$ cat config.mk
export PLATFORM = sky130hd
export DESIGN_NAME = hash_feed
export DESIGN_NICKNAME = d
export VERILOG_FILES = /design/src/rtl/hash_feed.sv
export SDC_FILE = /design/constraint.sdc
export NUM_CORES = 2
export LEC_CHECK = 0
export BUFFER_PORTS_ARGS = -buffer_cell sky130_fd_sc_hd__buf_2
export CAP_MARGIN = 20
export CORE_AREA = 8 8 419 421
export DETAILED_ROUTE_END_ITERATION = 10
export DIE_AREA = 0 0 427 429
export SLEW_MARGIN = 25
export SYNTH_ARGS = -nofsm -noshare
export SYNTH_HDL_FRONTEND = slang
export SYNTH_SLANG_ARGS = --single-unit
$ cat constraint.sdc
create_clock -name clk -period 2.8 [get_ports clk]
set_input_delay 0 -clock clk [delete_from_list [all_inputs] [get_ports clk]]
set_output_delay 0 -clock clk [all_outputs]
set_load 0.01 [all_outputs]
$ cat src/rtl/hash_feed.sv
// -----------------------------------------------------------------------------
// hash_feed
//
// Upstream stage of the SHA-512/384/HMAC hash core. Packs an incoming byte
// stream into 1024-bit big-endian message blocks, sequences the core one block
// at a time over an en/rdy/done handshake, and supplies the per-block
// first/final flags plus the cumulative byte count the core uses for padding.
//
// Ports
//   clk        clock
//   rst        synchronous reset, active-high
//   cfg_mode   hash mode, latched when a message's first byte is accepted
//   in_data    stream byte
//   in_valid   in_data valid
//   in_last    final byte of the message (qualified by in_valid & in_ready)
//   in_ready   byte accepted when in_valid & in_ready
//   hash_rdy   core can accept a block
//   hash_done  one-cycle pulse: core finished the current block
//   hash_en    one-cycle block start pulse
//   hash_op    {1'b0, mode[1:0], final, first}
//   hash_clr   one-cycle core clear at message start
//   msg        block data, byte i at msg[1023-8i -: 8]
//   msg_size   cumulative message bytes including the current block
//   busy       block packer is not idle
//   msg_done   one-cycle pulse: final block completed
//   size_ovf   sticky: byte counter saturated
// -----------------------------------------------------------------------------
module hash_feed #(
    parameter int BLK_BYTES = 128,
    parameter int CNT_W     = 32
) (
    input  logic                   clk,
    input  logic                   rst,
    input  logic [1:0]             cfg_mode,
    input  logic [7:0]             in_data,
    input  logic                   in_valid,
    input  logic                   in_last,
    output logic                   in_ready,
    input  logic                   hash_rdy,
    input  logic                   hash_done,
    output logic                   hash_en,
    output logic [4:0]             hash_op,
    output logic                   hash_clr,
    output logic [8*BLK_BYTES-1:0] msg,
    output logic [CNT_W-1:0]       msg_size,
    output logic                   busy,
    output logic                   msg_done,
    output logic                   size_ovf
);

    localparam int IDX_W = $clog2(BLK_BYTES);
    localparam logic [IDX_W-1:0] LAST_IDX = IDX_W'(BLK_BYTES - 1);

    typedef enum logic [1:0] {
        S_IDLE,
        S_FILL,
        S_ISSUE,
        S_WAIT
    } state_t;

    state_t           state_q;
    state_t           state_d;
    logic [IDX_W-1:0] idx_q;
    logic [1:0]       mode_q;
    logic             first_q;
    logic             final_q;

    logic accept;
    logic blk_full;
    logic done_ok;
    logic size_max;

    assign in_ready = (state_q == S_IDLE) || (state_q == S_FILL);
    assign busy     = (state_q != S_IDLE);

    assign accept   = in_valid & in_ready;
    assign blk_full = (idx_q == LAST_IDX);
    // hash_en is still high in the first WAIT cycle; a done seen then belongs
    // to nothing this block started, so it is dropped.
    assign done_ok  = hash_done & ~hash_en;
    assign size_max = (msg_size == {CNT_W{1'b1}});

    // State register.
    always_ff @(posedge clk) begin
        if (rst) begin
            state_q <= S_IDLE;
        end else begin
            state_q <= state_d;
        end
    end

    // Next-state decode.
    always_comb begin
        // NOTE: default assigned first so every path drives state_d; otherwise
        // a missed branch infers a latch.
        state_d = state_q;
        case (state_q)
            S_IDLE: begin
                if (accept) begin
                    state_d = in_last ? S_ISSUE : S_FILL;
                end
            end
            S_FILL: begin
                if (accept && (in_last || blk_full)) begin
                    state_d = S_ISSUE;
                end
            end
            S_ISSUE: begin
                if (hash_rdy) begin
                    state_d = S_WAIT;
                end
            end
            S_WAIT: begin
                if (done_ok) begin
                    state_d = final_q ? S_IDLE : S_FILL;
                end
            end
            default: state_d = S_IDLE;
        endcase
    end

    // Block buffer, counters, flags and registered handshake outputs.
    always_ff @(posedge clk) begin
        if (rst) begin
            // NOTE: msg is a wide register but it is a visible output that must
            // read as zero after reset, so it is reset like any control flop.
            msg      <= '0;
            msg_size <= '0;
            idx_q    <= '0;
            mode_q   <= '0;
            first_q  <= 1'b0;
            final_q  <= 1'b0;
            hash_en  <= 1'b0;
            hash_op  <= '0;
            hash_clr <= 1'b0;
            msg_done <= 1'b0;
            size_ovf <= 1'b0;
        end else begin
            // NOTE: non-blocking assignments throughout, so every flop samples
            // pre-edge values regardless of statement order.
            hash_en  <= 1'b0;
            hash_clr <= 1'b0;
            msg_done <= 1'b0;

            case (state_q)
                S_IDLE: begin
                    if (accept) begin
                        msg      <= {in_data, {(8*BLK_BYTES-8){1'b0}}};
                        idx_q    <= IDX_W'(1);
                        msg_size <= CNT_W'(1);
                        mode_q   <= cfg_mode;
                        size_ovf <= 1'b0;
                        first_q  <= 1'b1;
                        final_q  <= in_last;
                        hash_clr <= 1'b1;
                    end
                end
                S_FILL: begin
                    if (accept) begin
                        msg[(BLK_BYTES-1-int'(idx_q))*8 +: 8] <= in_data;
                        idx_q   <= idx_q + IDX_W'(1);
                        final_q <= in_last;
                        // Saturate rather than wrap: a wrapped count would
                        // silently corrupt the core's length padding.
                        if (size_max) begin
                            size_ovf <= 1'b1;
                        end else begin
                            msg_size <= msg_size + CNT_W'(1);
                        end
                    end
                end
                S_ISSUE: begin
                    if (hash_rdy) begin
                        hash_en <= 1'b1;
                        hash_op <= {1'b0, mode_q, final_q, first_q};
                    end
                end
                S_WAIT: begin
                    if (done_ok) begin
                        if (final_q) begin
                            msg_done <= 1'b1;
                        end else begin
                            // Next block starts from an all-zero buffer so a
                            // short tail leaves its unwritten bytes at zero.
                            msg     <= '0;
                            first_q <= 1'b0;
                            idx_q   <= '0;
                        end
                    end
                end
                default: ;
            endcase
        end
    end

endmodule

Word-level counts from Yosys, hierarchy flattened
Index checks and enable logic that the tools add are counted.
{ "word_totals": {"in_bits": 16, "ff_bits": 1077, "output_inout_bits": 1067, "wordCells": 91} }
{ "op_classes": {"n_bitwise": 7, "n_mux": 33, "shifts": 2, "eq_ne": 13, "n_reduce_logical": 20, "addsub": 4} }
{ "ops": {"columns": ["op", "n"], "rows": [
  ["1024-bit two-way mux", 4],
  ["1024-bit one-hot mux with 3 select lines", 1],
  ["1024-bit bitwise mux", 1],
  ["8-bit by 33-bit variable shift with 1024-bit output, first input constant", 1],
  ["8-bit by 33-bit indexed part select with 1024-bit output", 1],
  ["32-bit two-way mux", 3],
  ["32-bit one-hot mux with 2 select lines", 1],
  ["11-bit negation with 33-bit output", 1],
  ["32-bit by 1-bit adder with 32-bit output, second input constant", 1],
  ["32-bit == test, second input constant", 1],
  ["7-bit two-way mux", 4],
  ["7-bit one-hot mux with 3 select lines", 1],
  ["4-bit AND reduction", 4],
  ["2-bit != test, second input constant", 7],
  ["1-bit two-way mux", 10],
  ["2-bit two-way mux", 5],
  ["2-bit one-hot mux with 4 select lines", 1],
  ["7-bit by 7-bit subtractor with 8-bit output, first input constant", 1],
  ["7-bit by 1-bit adder with 7-bit output, second input constant", 1],
  ["7-bit == test, second input constant", 1],
  ["2-bit AND reduction", 3],
  ["2-bit nonzero test", 3],
  ["2-bit OR reduction", 3],
  ["1-bit inverter", 5],
  ["other kinds (11)", 15]
]} }

Logic depth before layout (Yosys ltp)
{ "logic_depth": {"depth_word": 6, "ltp_mapped": 14, "depth_no_buf": 10} }

Worst setup path before layout
Ideal clock, no wire load.
{ "synth_timing": {"kind": "flip-flop to flip-flop", "startpoint": "register idx_q[0]", "endpoint": "register msg[923]", "setup_time_ns": 0.060, "t_required_ns": 2.740, "path_buffers": 3, "synth_period_minus_slack_ns": 2.996, "t_arrival_ns": 2.936, "slack_ns": -0.196, "path_stages_with_launch": 14, "cell_sequence": "dfxtp_1 ha_1 buf_2 buf_2 nand3_1 nor3_1 ha_1 inv_1 o211ai_1 a211o_1 buf_2 nor2_1 o21ai_1 a22o_1"} }
{ "synth_via": {"elab_chain_cells": 6, "word_cells_on_any_way": 7, "classes_between": "2 x add/sub; 2 x shift; 3 x mux"} }
{ "synth_lines": {"columns": ["item", "line", "text"], "rows": [
  ["from (decl)", "63", "logic [IDX_W-1:0] idx_q;"],
  ["from (signal assigned)", "161", "idx_q <= idx_q + IDX_W'(1);"],
  ["7-bit by 7-bit subtractor with 8-bit output (*)", "160", "msg[(BLK_BYTES-1-int'(idx_q))*8 +: 8] <= in_data;"],
  ["11-bit negation with 33-bit output (*)", "160", null],
  ["8-bit by 33-bit indexed part select with 1024-bit output or 8-bit by 33-bit variable shift with 1024-bit output (tied branches)", "160", null],
  ["1024-bit bitwise mux (*)", "160", null],
  ["1024-bit two-way mux (*)", "159", "if (accept) begin"],
  ["1024-bit one-hot mux with 3 select lines (*)", "145", "case (state_q)"],
  ["to (signal assigned)", "148", "msg <= {in_data, {(8*BLK_BYTES-8){1'b0}}};"],
  ["to (signal, indexed assignment)", "160", null],
  ["to (decl)", "44", "output logic [8*BLK_BYTES-1:0] msg,"]
]} }
Mark *: on every way between the ends. The rest lies on a longest branch, timed or not. The select of a mux whose other input is x is not followed.
A chain may end at the register's enable or synchronous reset.

Worst setup path in the final report
{ "layout_timing": {"startpoint": "register idx_q[0]", "endpoint": "register msg[453]"} }
Same word-level chain as after synthesis.

==> results.py <==
metrics = {
    "floorplan": {
        "die_y_um": 429,
        "die_area_um2": 183000,
        "pin_count": 1083,
        "core_um2": 169000,
        "rows": 151,
        "start_util_pct": 22.0,
        "die_w_um": 427,
    },
    "clock_tree": {
        "ctsLongestPathBuffers": 3,
        "worstSkewPairLatency_ns": 0.77,
        "cts_tree": "done",
        "clk_pin_slew_ns": 0.07,
        "htreeDepth": 3,
        "clock_sinks": 1077,
        "clock_tree.root_cell": "clkbuf_16",
        "numCtsBuffers": 112,
    },
    "timing": {
        "slew_headroom_pct": 28.9,
        "worst_slew_pin_slew_ns": 1.06,
        "period_minus_slack_ns": 2.68,
        "finalHoldViolCount": 0,
        "finalSetupViolations": 0,
        "clock.fmax_mhz": 373,
        "drv_slew": 0,
        "timing.final.crit_share_pct": 95.8,
        "clock_skew_ns": 0.0400,
    },
    "drt": {
        "dr.max_layer_used": "met5",
        "vias_per_cell": 5.15,
        "num_vias": 36600,
        "drc": 0,
        "drt_iter0_markers": 3633,
        "met1_length_um": 91100,
        "wl_met2_um": 107000,
        "wl_per_cell_um": 32.0,
        "wl_met3_um": 16300,
        "ant_nets": 0,
        "drt-pass1-iter-count": 5,
        "routed_wl_um": 227000,
    },
    "yosys": {
        "yosysTopAreaCell": "dfxtp_1",
        "ys_types": 88,
        "synth_warnings": 0,
        "synth_area_leaders": "dfxtp_1 58%, a22o_1 16%, a32o_1 5.5%",
        "synth_edf_count": 0,
        "synth_area_per_cell_um2": 11.4,
        "ys.flop_type": "dfxtp_1",
        "synth_async_sr_flop_share_pct": 0,
        "synth_top_cell_area_share_pct": 58.1,
        "synth_area_um2": 37100,
        "syn-instance-count": 3252,
        "ys_seq_area_share_pct": 58.1,
        "ys_ff_latch": 1077,
        "syn-num-nets": 3275,
    },
    "setup_path": {
        "path_class": "reg -> reg",
        "crit_arrival_ns": 3.31,
        "crit_path_start_kind": "flop",
        "crit_path_max_fanout": 15,
        "required_ns": 3.43,
        "cp-end-kind": "flop",
    },
    "cells_and_area": {
        "final_nets": 4823,
        "design_area_um2": 53700,
        "final_common_cell": "buf_2",
        "final_cell_mix": "1080 x buf_2, 1075 x dfxtp_1, 675 x a22o_1",
        "layout-drive-gt1-share_pct": 40.4,
        "syn_to_final_growth_pct": 44.8,
    },
    "place": {
        "dp.final_hpwl_um": 180000,
        "place_congestion": 0.908,
        "place_area_um2": 49200,
        "numPortBuffers": 1081,
    },
    "worst_hold_path": {
        "hold_path.class": "in -> reg",
    },
    "status": {
        "outcome": "finished, final reports clean",
    },
    "global_routing": {
        "grt_overflow": 0,
        "grt_usage_pct": 23.4,
        "grt_pass1_wl_um": 305000,
        "grt_pass1_vias": 35300,
        "grt_max_degree": 49,
        "antenna_found_initial": 7,
    },
    "job": {
        "drv_cap": 0,
    },
    "power": {
        "power.total_uw": 41500,
        "irDropWorstVdd_uv": 596,
        "leakagePower_uw": 0.0238,
        "power-per-cell-area_nw_per_um2": 771,
    },
}
cell type report:
type	count	area [um^2]
antenna	5	12.5
clock buffer	153	3180
clock inverter	53	698
fill	17300	115000
inverter	25	95.1
multi-input combinational	1977	15300
sequential	1077	21600
tap	2218	2780
timing repair buffer	1607	10200
stage by stage:
step | cells | util [%] | setup WS (ns) | hold slack (ns) | TNS [ns]
floorplan | 3252 | - | 0.0306 | 0.136 | 0
global placement | 6870 | 29.2 | -0.409 | 0.269 | -33.54
detailed placement | 6870 | 29.2 | -0.344 | 0.272 | -5.61
CTS | 7102 | 31.7 | 0.000757 | 0.0999 | 0
global route | 7111 | 31.9 | -0.0431 | 0.142 | -1.16
finish | 7115 | 31.9 | 0.117 | 0.191 | 0
critical path, cell delays in order (launching register included):
cell and delay, ns:
dfxtp_2 0.33, buf_4 0.24, and2_2 0.29, mux2_2 0.38, a32oi_2 0.28, buf_4 0.21
or2_1 0.15, buf_12 0.12, nand2b_1 0.39, o2bb2ai_1 0.16
sequential cells by signal (all words and copies together) (netlist names):
name and count:
mode_q 2, msg_done 1, hash_en 1, msg_size 32
idx_q 7, first_q 1, final_q 1, hash_clr 1
state_q 2, msg 1024, size_ovf 1, hash_op 4
path summary, 6_finish.rpt:
check | start | to | slack, ns | depth (start not counted)
max | idx_q[0] | msg[453] | 0.12 | 9
min | rst | state_q[0] | 0.19 | 3
max reg2reg | idx_q[0] | msg[453] | 0.12 | 9
min reg2reg | msg[486] | msg[486] | 0.46 | 1
cell usage after synthesis, drive strengths merged (3+ instances only):
cell type and instances:
dfxtp 1077, a22o 675, nor2 318, a32o 203
o2bb2ai 135, nor3 113, clkbuf 99, nand2 97
buf 74, o21ai 71, a21oi 50, nand3 34
and2 32, nand4 28, and3 24, inv 24
xor2 22, o21a 19, nor4 16, a22oi 13
or3 13, nand2b 12, or2 12, xnor2 9
ha 7, and4 6, a211oi 5, a31oi 5
nor2b 5, a211o 4, o2111ai 4, o211ai 4
or4 4, a21o 3, a31o 3, mux2i 3
nand3b 3, o31a 3
routing by layer:
metal	up-vias	track usage [%]
met2	1919	38.5
met1	18500	29.1
met4	2	11.9
met3	430	4.64
li1	15800	-
met5	-	0
power by group:
part	switching (uW)	internal [uW]	leakage (uW)
combinational	7310	2900	0.0132
clock	6800	8960	0.00190
sequential	65.3	15400	0.00867
cells by family after synthesis:
group	Yosys count	synth area share, %
AOI/OAI and AO/OA	1212	28.3
xor gates and xnor gates	31	0.731
adders and majority gates	7	0.236
buffers and inverters	198	2.34
DFF	1077	58.1
muxes	4	0.111
other	1	0.0101
and+or+nand+nor	722	10.2
repair_timing:
action | in CTS | in global routing
hold endpoints to repair | 88 | 0
hold buffers | 22 | 0
setup buffers | 4 | 8
endpoints found under the setup margin | 157 | 696
pin swaps | 3 | 6
gates resized for setup | 22 | 54
Power figures use the tool's default switching activity.
